--- src/rtl/id_queue_reader_if.sv ---
// -----------------------------------------------------------------------------
// id_queue_reader_if
// Bundles the three streams around id_queue_reader:
//   req_*  : lookup request stream (valid/ready) into the reader
//   oup_*  : id_queue output-port request/grant and read data
//   rsp_*  : lookup response stream (valid/ready) out of the reader
// Signal suffixes (_i/_o) are from the reader's point of view.
// slave  modport : the reader itself
// master modport : whatever drives requests, models the queue and sinks responses
// -----------------------------------------------------------------------------
interface id_queue_reader_if #(
    parameter int unsigned ID_WIDTH    = 10,
    parameter type         data_t      = logic [3:0],
    parameter int unsigned MAX_RETRIES = 8
);
    localparam int unsigned RW = $clog2(MAX_RETRIES + 1);

    logic [ID_WIDTH-1:0] req_id_i;
    logic                req_pop_i;
    logic                req_valid_i;
    logic                req_ready_o;

    logic [ID_WIDTH-1:0] oup_id_o;
    logic                oup_pop_o;
    logic                oup_req_o;
    logic                oup_gnt_i;
    logic                oup_data_valid_i;
    data_t               oup_data_i;

    data_t               rsp_data_o;
    logic [ID_WIDTH-1:0] rsp_id_o;
    logic                rsp_found_o;
    logic [RW-1:0]       rsp_retries_o;
    logic                rsp_valid_o;
    logic                rsp_ready_i;

    modport slave (
        input  req_id_i, req_pop_i, req_valid_i,
        output req_ready_o,
        output oup_id_o, oup_pop_o, oup_req_o,
        input  oup_gnt_i, oup_data_valid_i, oup_data_i,
        output rsp_data_o, rsp_id_o, rsp_found_o, rsp_retries_o, rsp_valid_o,
        input  rsp_ready_i
    );

    modport master (
        output req_id_i, req_pop_i, req_valid_i,
        input  req_ready_o,
        input  oup_id_o, oup_pop_o, oup_req_o,
        output oup_gnt_i, oup_data_valid_i, oup_data_i,
        input  rsp_data_o, rsp_id_o, rsp_found_o, rsp_retries_o, rsp_valid_o,
        output rsp_ready_i
    );
endinterface

--- src/rtl/id_queue_reader.sv ---
// -----------------------------------------------------------------------------
// id_queue_reader
// Accepts one ID lookup at a time, issues it to an id_queue output port, and
// returns the read data (or a miss) on a response stream. With RETRY set, a
// miss is re-issued after BACKOFF_CYCLES idle cycles, up to MAX_RETRIES times.
// Ports:
//   clk_i   : clock, all state on rising edge
//   rst_ni  : asynchronous active-low reset
//   clr_i   : synchronous clear, same effect as reset
//   bus     : slave side of id_queue_reader_if (req_*, oup_*, rsp_* streams)
// -----------------------------------------------------------------------------
module id_queue_reader #(
    parameter int unsigned ID_WIDTH       = 10,
    parameter type         data_t         = logic [3:0],
    parameter bit          RETRY          = 1'b0,
    parameter int unsigned BACKOFF_CYCLES = 4,
    parameter int unsigned MAX_RETRIES    = 8
) (
    input  logic                  clk_i,
    input  logic                  rst_ni,
    input  logic                  clr_i,
    id_queue_reader_if.slave      bus
);
    localparam int unsigned RW = $clog2(MAX_RETRIES + 1);
    localparam int unsigned BW = $clog2(BACKOFF_CYCLES + 1);

    typedef enum logic [1:0] {IDLE, ISSUE, BACKOFF, RESP} state_e;

    state_e              state_q, state_d;
    logic [ID_WIDTH-1:0] id_q, id_d;
    logic                pop_q, pop_d;
    logic [RW-1:0]       cnt_q, cnt_d;     // re-issues consumed so far
    logic [BW-1:0]       bo_q, bo_d;       // remaining backoff cycles
    data_t               data_q, data_d;
    logic                found_q, found_d;

    always_ff @(posedge clk_i or negedge rst_ni) begin
        if (!rst_ni) begin
            state_q <= IDLE;
            id_q    <= '0;
            pop_q   <= 1'b0;
            cnt_q   <= '0;
            bo_q    <= '0;
            data_q  <= '0;
            found_q <= 1'b0;
        end else begin
            state_q <= state_d;
            id_q    <= id_d;
            pop_q   <= pop_d;
            cnt_q   <= cnt_d;
            bo_q    <= bo_d;
            data_q  <= data_d;
            found_q <= found_d;
        end
    end

    always_comb begin
        state_d = state_q;
        id_d    = id_q;
        pop_d   = pop_q;
        cnt_d   = cnt_q;
        bo_d    = bo_q;
        data_d  = data_q;
        found_d = found_q;

        unique case (state_q)
            IDLE: begin
                if (bus.req_valid_i) begin
                    id_d    = bus.req_id_i;
                    pop_d   = bus.req_pop_i;
                    cnt_d   = '0;
                    bo_d    = '0;
                    data_d  = '0;
                    found_d = 1'b0;
                    state_d = ISSUE;
                end
            end
            ISSUE: begin
                if (bus.oup_gnt_i) begin
                    if (bus.oup_data_valid_i) begin
                        data_d  = bus.oup_data_i;
                        found_d = 1'b1;
                        state_d = RESP;
                    end else if (RETRY && (cnt_q < RW'(MAX_RETRIES))) begin
                        cnt_d   = cnt_q + 1'b1;
                        bo_d    = BW'(BACKOFF_CYCLES);
                        state_d = BACKOFF;
                    end else begin
                        data_d  = '0;
                        found_d = 1'b0;
                        state_d = RESP;
                    end
                end
            end
            BACKOFF: begin
                // Entered with BACKOFF_CYCLES, leaves on the cycle it reads 1,
                // so the request line stays low for exactly BACKOFF_CYCLES.
                bo_d = bo_q - 1'b1;
                if (bo_q == BW'(1)) state_d = ISSUE;
            end
            RESP: begin
                if (bus.rsp_ready_i) state_d = IDLE;
            end
            default: state_d = IDLE;
        endcase

        if (clr_i) begin
            state_d = IDLE;
            id_d    = '0;
            pop_d   = 1'b0;
            cnt_d   = '0;
            bo_d    = '0;
            data_d  = '0;
            found_d = 1'b0;
        end
    end

    // Ready is masked during reset/clear so no handshake completes while the
    // state is being forced back to IDLE.
    assign bus.req_ready_o   = (state_q == IDLE) && rst_ni && !clr_i;

    assign bus.oup_req_o     = (state_q == ISSUE);
    assign bus.oup_id_o      = (state_q == ISSUE) ? id_q : '0;
    assign bus.oup_pop_o     = (state_q == ISSUE) && pop_q;

    assign bus.rsp_valid_o   = (state_q == RESP);
    assign bus.rsp_data_o    = data_q;
    assign bus.rsp_id_o      = id_q;
    assign bus.rsp_found_o   = found_q;
    assign bus.rsp_retries_o = cnt_q;
endmodule

--- src/flat_wrapper.sv ---
// flat-port wrapper written by rule: the top's interface ports become plain ports
module id_queue_reader_flat 
#(
    parameter int unsigned ID_WIDTH       = 10,
    parameter type         data_t         = logic [3:0],
    parameter bit          RETRY          = 1'b0,
    parameter int unsigned BACKOFF_CYCLES = 4,
    parameter int unsigned MAX_RETRIES    = 8
)
  (clk_i, rst_ni, clr_i, bus_req_id_i, bus_req_pop_i, bus_req_valid_i, bus_req_ready_o, bus_oup_id_o, bus_oup_pop_o, bus_oup_req_o, bus_oup_gnt_i, bus_oup_data_valid_i, bus_oup_data_i, bus_rsp_data_o, bus_rsp_id_o, bus_rsp_found_o, bus_rsp_retries_o, bus_rsp_valid_o, bus_rsp_ready_i);
  id_queue_reader_if #(.ID_WIDTH(ID_WIDTH), .data_t(data_t), .MAX_RETRIES(MAX_RETRIES)) bus_i ();
  input  logic clk_i;
  input  logic rst_ni;
  input  logic clr_i;
  input wire logic [$bits(bus_i.req_id_i)-1:0] bus_req_id_i;
  input wire logic [$bits(bus_i.req_pop_i)-1:0] bus_req_pop_i;
  input wire logic [$bits(bus_i.req_valid_i)-1:0] bus_req_valid_i;
  output wire logic [$bits(bus_i.req_ready_o)-1:0] bus_req_ready_o;
  output wire logic [$bits(bus_i.oup_id_o)-1:0] bus_oup_id_o;
  output wire logic [$bits(bus_i.oup_pop_o)-1:0] bus_oup_pop_o;
  output wire logic [$bits(bus_i.oup_req_o)-1:0] bus_oup_req_o;
  input wire logic [$bits(bus_i.oup_gnt_i)-1:0] bus_oup_gnt_i;
  input wire logic [$bits(bus_i.oup_data_valid_i)-1:0] bus_oup_data_valid_i;
  input wire logic [$bits(bus_i.oup_data_i)-1:0] bus_oup_data_i;
  output wire logic [$bits(bus_i.rsp_data_o)-1:0] bus_rsp_data_o;
  output wire logic [$bits(bus_i.rsp_id_o)-1:0] bus_rsp_id_o;
  output wire logic [$bits(bus_i.rsp_found_o)-1:0] bus_rsp_found_o;
  output wire logic [$bits(bus_i.rsp_retries_o)-1:0] bus_rsp_retries_o;
  output wire logic [$bits(bus_i.rsp_valid_o)-1:0] bus_rsp_valid_o;
  input wire logic [$bits(bus_i.rsp_ready_i)-1:0] bus_rsp_ready_i;
  assign bus_i.req_id_i = bus_req_id_i;
  assign bus_i.req_pop_i = bus_req_pop_i;
  assign bus_i.req_valid_i = bus_req_valid_i;
  assign bus_req_ready_o = bus_i.req_ready_o;
  assign bus_oup_id_o = bus_i.oup_id_o;
  assign bus_oup_pop_o = bus_i.oup_pop_o;
  assign bus_oup_req_o = bus_i.oup_req_o;
  assign bus_i.oup_gnt_i = bus_oup_gnt_i;
  assign bus_i.oup_data_valid_i = bus_oup_data_valid_i;
  assign bus_i.oup_data_i = bus_oup_data_i;
  assign bus_rsp_data_o = bus_i.rsp_data_o;
  assign bus_rsp_id_o = bus_i.rsp_id_o;
  assign bus_rsp_found_o = bus_i.rsp_found_o;
  assign bus_rsp_retries_o = bus_i.rsp_retries_o;
  assign bus_rsp_valid_o = bus_i.rsp_valid_o;
  assign bus_i.rsp_ready_i = bus_rsp_ready_i;
  id_queue_reader #(.ID_WIDTH(ID_WIDTH), .data_t(data_t), .RETRY(RETRY), .BACKOFF_CYCLES(BACKOFF_CYCLES), .MAX_RETRIES(MAX_RETRIES)) u_core (.clk_i(clk_i), .rst_ni(rst_ni), .clr_i(clr_i), .bus(bus_i));
endmodule
--- config.mk ---
export PLATFORM = sky130hd
export DESIGN_NAME = id_queue_reader_flat
export DESIGN_NICKNAME = d
export VERILOG_FILES = /design/src/rtl/id_queue_reader_if.sv /design/src/rtl/id_queue_reader.sv /design/src/flat_wrapper.sv
export SDC_FILE = /design/constraint.sdc
export NUM_CORES = 1
export LEC_CHECK = 0
export CAP_MARGIN = 30
export CORE_MARGIN = 2
export CORE_UTILIZATION = 43
export CTS_CLUSTER_DIAMETER = 40
export CTS_CLUSTER_SIZE = 40
export DETAILED_ROUTE_END_ITERATION = 7
export PLACE_DENSITY = 0.86
export SLEW_MARGIN = 25
export SYNTH_ARGS = -nofsm -noshare
export SYNTH_HDL_FRONTEND = slang
export SYNTH_SLANG_ARGS = --single-unit
--- constraint.sdc ---
create_clock -name clk_i -period 3 [get_ports clk_i]
set_input_delay 0.45 -clock clk_i [delete_from_list [all_inputs] [get_ports clk_i]]
set_output_delay 0.45 -clock clk_i [all_outputs]
set_load 0.05 [all_outputs]
==> out/results.txt <==
initial DRC count: 12
first-pass GRT wire length: 3.808 mm
crit end category: output port
Clk pin slew, worst setup/hold paths: 0.12 ns
die height: 54.98 microns
area grow syn2layout: 48.26%
DRT antenna net count: 0
antenna violations before repair: 0
layout cell share with drive strength beyond 1: 0.1447
Num CTS Buffers: 3
CP startpoint kind: register
Synth warnings: 0
Seq cells post-synth: 21
Cell Pwr Density: 439.6 mW/mm^2
Pleak: 0.7138 nW
Initial Util: 0.4510
Setup Skew: 0.002038 ns
Final Wtd Congestion: 0.7047
vias in the first global route: 909
post-cts resize count: 0
crit share post-route: 0.9209
Worst Tran Pin Value: 0.5876 ns
total global-route track usage: 0.1795
relative slew slack: 0.6028
area of the core: 0.002477 sq mm
DR pass1 iterations: 4
fmax: 362.0 MHz
Mapped Area: 0.001117 sq mm
Remaining Overflow, GRT: 0
number of setup violations in the final report: 0
metal2 WL: 1.187 mm
Req. time, crit path: 2.55 ns
Sinks on Clock Net: 21
R2R setup slack: 1.39 ns
Period minus WS final: 2.763 ns
top routing layer used: met4
type of the worst setup path: reg2out
clock root buffer: clkbuf_4
H-tree depth: 1
I/O pin count: 55
Worst Path Arrival: 2.31 ns
Remaining DRCs: 0
# rows: 18
Syn Area/Cell: 10.95 sq um
outcome: completed
Post-Route WL: 2.440 mm
Clock Latency Late Sink: 0.30 ns
FF-to-FF path depth: 3
FF-to-FF Start: u_core.state_q[1]
setup_tns: 0 ns
Synth Instances: 102
max_cap viols: 0
register area share after synthesis: 0.4703
ANT cells: 0
Crit Reg-Reg Endpoint: u_core.bus.rsp_data_o[3]
routed len/inst: 13.41 microns
routed wl met3: 202 microns
pin count of the biggest net entering global routing: 22
library cells used by synthesis: 28
total power: 0.7283 mW
hpwl dp: 1.896 mm
Die Outline Area: 0.003022 sq mm
Slew Limit Fails: 0
vias per std cell: 5.005
Max VDD drop: 298.4 uV
CTS Buffer Depth: 2
CP startpoint: u_core.state_q[1]
CTS tree: built
Min-Delay Path Class: in2async
CP max FO: 14
final hold viol count: 0
Nets: 177
Post-CTS Setup Bufs: 0
buffers added on ports: 50
Vias: 911
RSZ-0062 raised after global routing: false
Met1 Wirelength: 1.026 mm
Post-CTS Hold Fix Bufs: 0
Die X-Extent: 54.98 microns
Fillers: 192
==> per-stage QoR <==
stage	cells	setup slack [ns]	cell area (sq um)	hold slack [ns]	util
after floorplan	105	0.06643	1129	0.1544	-
after global placement	178	0.6310	1629	0.4708	0.6576
after detailed placement	178	0.5715	1629	0.5017	0.6576
after CTS	182	0.2156	1657	0.5008	0.6687
after global routing	182	0.1190	1657	0.5018	0.6687
final	182	0.2373	1657	0.4970	0.6687
==> worst max-delay path by stage <==
stage,slack (ns),to,cells past startpoint
finish,0.24,bus_oup_id_o[1],3
detailed placement,0.57,bus_oup_id_o[9],3
global route,0.12,bus_oup_id_o[6],3
floorplan,0.07,bus_req_ready_o,3
CTS,0.22,bus_oup_id_o[1],3
global placement,0.63,bus_oup_id_o[6],3
==> layer usage <==
layer / vias to the layer above / global-route usage
met5: - / 0
met4: 0 / 0.06098
met3: 4 / 0.05645
met2: 41 / 0.3056
met1: 428 / 0.2137
li1: 438 / -
==> state kept, by name, summed over array words and instances, names as in the netlist <==
| register | count |
|---|---|
| u_core.state_q | 2 |
| u_core.bus.rsp_found_o | 1 |
| u_core.bus.rsp_data_o | 4 |
| u_core.pop_q | 1 |
| u_core.bo_q | 3 |
| u_core.bus.rsp_id_o | 10 |
==> cells in the mapped netlist <==
master	instances	area [sq um]
nand2_1	2	7.510
clkbuf_8	1	13.76
or3b_1	1	8.760
o21bai_1	1	7.510
nor3_1	1	5.000
a211oi_2	1	12.51
a22o_1	4	35.03
nor2_1	5	18.77
and2b_1	1	7.510
a32oi_1	1	8.760
clkbuf_1	1	3.750
nand3_1	1	5.000
dfrtp_1	21	525.5
a31oi_1	1	6.260
conb_1	1	3.750
buf_4	5	37.54
ha_1	2	25.02
nor4b_1	1	8.760
and4b_1	1	10.01
nand3b_1	1	7.510
and2_1	12	75.07
nor2b_1	11	68.82
inv_1	3	11.26
nor3b_1	2	15.01
mux2_2	13	146.4
a21o_1	1	7.510
buf_2	3	15.01
a21oi_1	4	20.02
==> power breakdown <==
part           total [mW]  leakage, nW  switching, mW  internal [mW]
sequential          0.325        0.279         0.0213          0.304
clock               0.134       0.0177         0.0847         0.0496
combinational       0.269        0.418          0.160          0.109
==> worst max-delay path, stage by stage (launching register included) <==
cell             delay, ns
dfrtp_1               0.52
and2b_1               0.50
and2_1                0.19
clkdlybuf4s50_1       0.80
==> kinds of logic after synthesis <==
kind of cell,Yosys count,synth area share
compound gates,13,0.08735
other cells,1,0.003356
mux,13,0.1310
flops,21,0.4703
buf+inv,13,0.07278
simple gates,39,0.2128
fa+ha+maj,2,0.02239
==> final cells by class <==
cell class	count	area, sq um	share of cell area
Inverter	3	11.26	0.006798
Tap cell	30	37.54	0.02266
Sequential cell	21	525.5	0.3172
Timing Repair Buffer	53	533.0	0.3218
Clock inverter	1	5.005	0.003021
Multi-Input combinational cell	71	521.8	0.3150
Clock buffer	3	22.52	0.01360
==> placed cells by master, fill, tap and decap left out <==
| master | count |
|---|---|
| conb_1 | 4 |
| a211oi_2 | 1 |
| and4b_1 | 1 |
| o21bai_1 | 1 |
| and2_1 | 12 |
| nor3b_1 | 2 |
| or3b_1 | 1 |
| nand2_1 | 2 |
| nor4b_1 | 1 |
| ha_1 | 2 |
| nor2_1 | 5 |
| clkbuf_4 | 3 |
| a22o_1 | 4 |
| nand3_1 | 1 |
| dfrtp_1 | 21 |
| mux2_2 | 13 |
| and2b_1 | 1 |
| inv_1 | 3 |
| a21oi_1 | 4 |
| nor2b_1 | 11 |
| a32oi_1 | 1 |
| buf_4 | 3 |
| a21o_1 | 1 |
| clkinv_2 | 1 |
| a31oi_1 | 1 |
| clkdlybuf4s50_1 | 49 |
| nand3b_1 | 1 |
| nor3_1 | 1 |
| buf_12 | 1 |
Note: power is estimated with default switching activity, not from simulation.
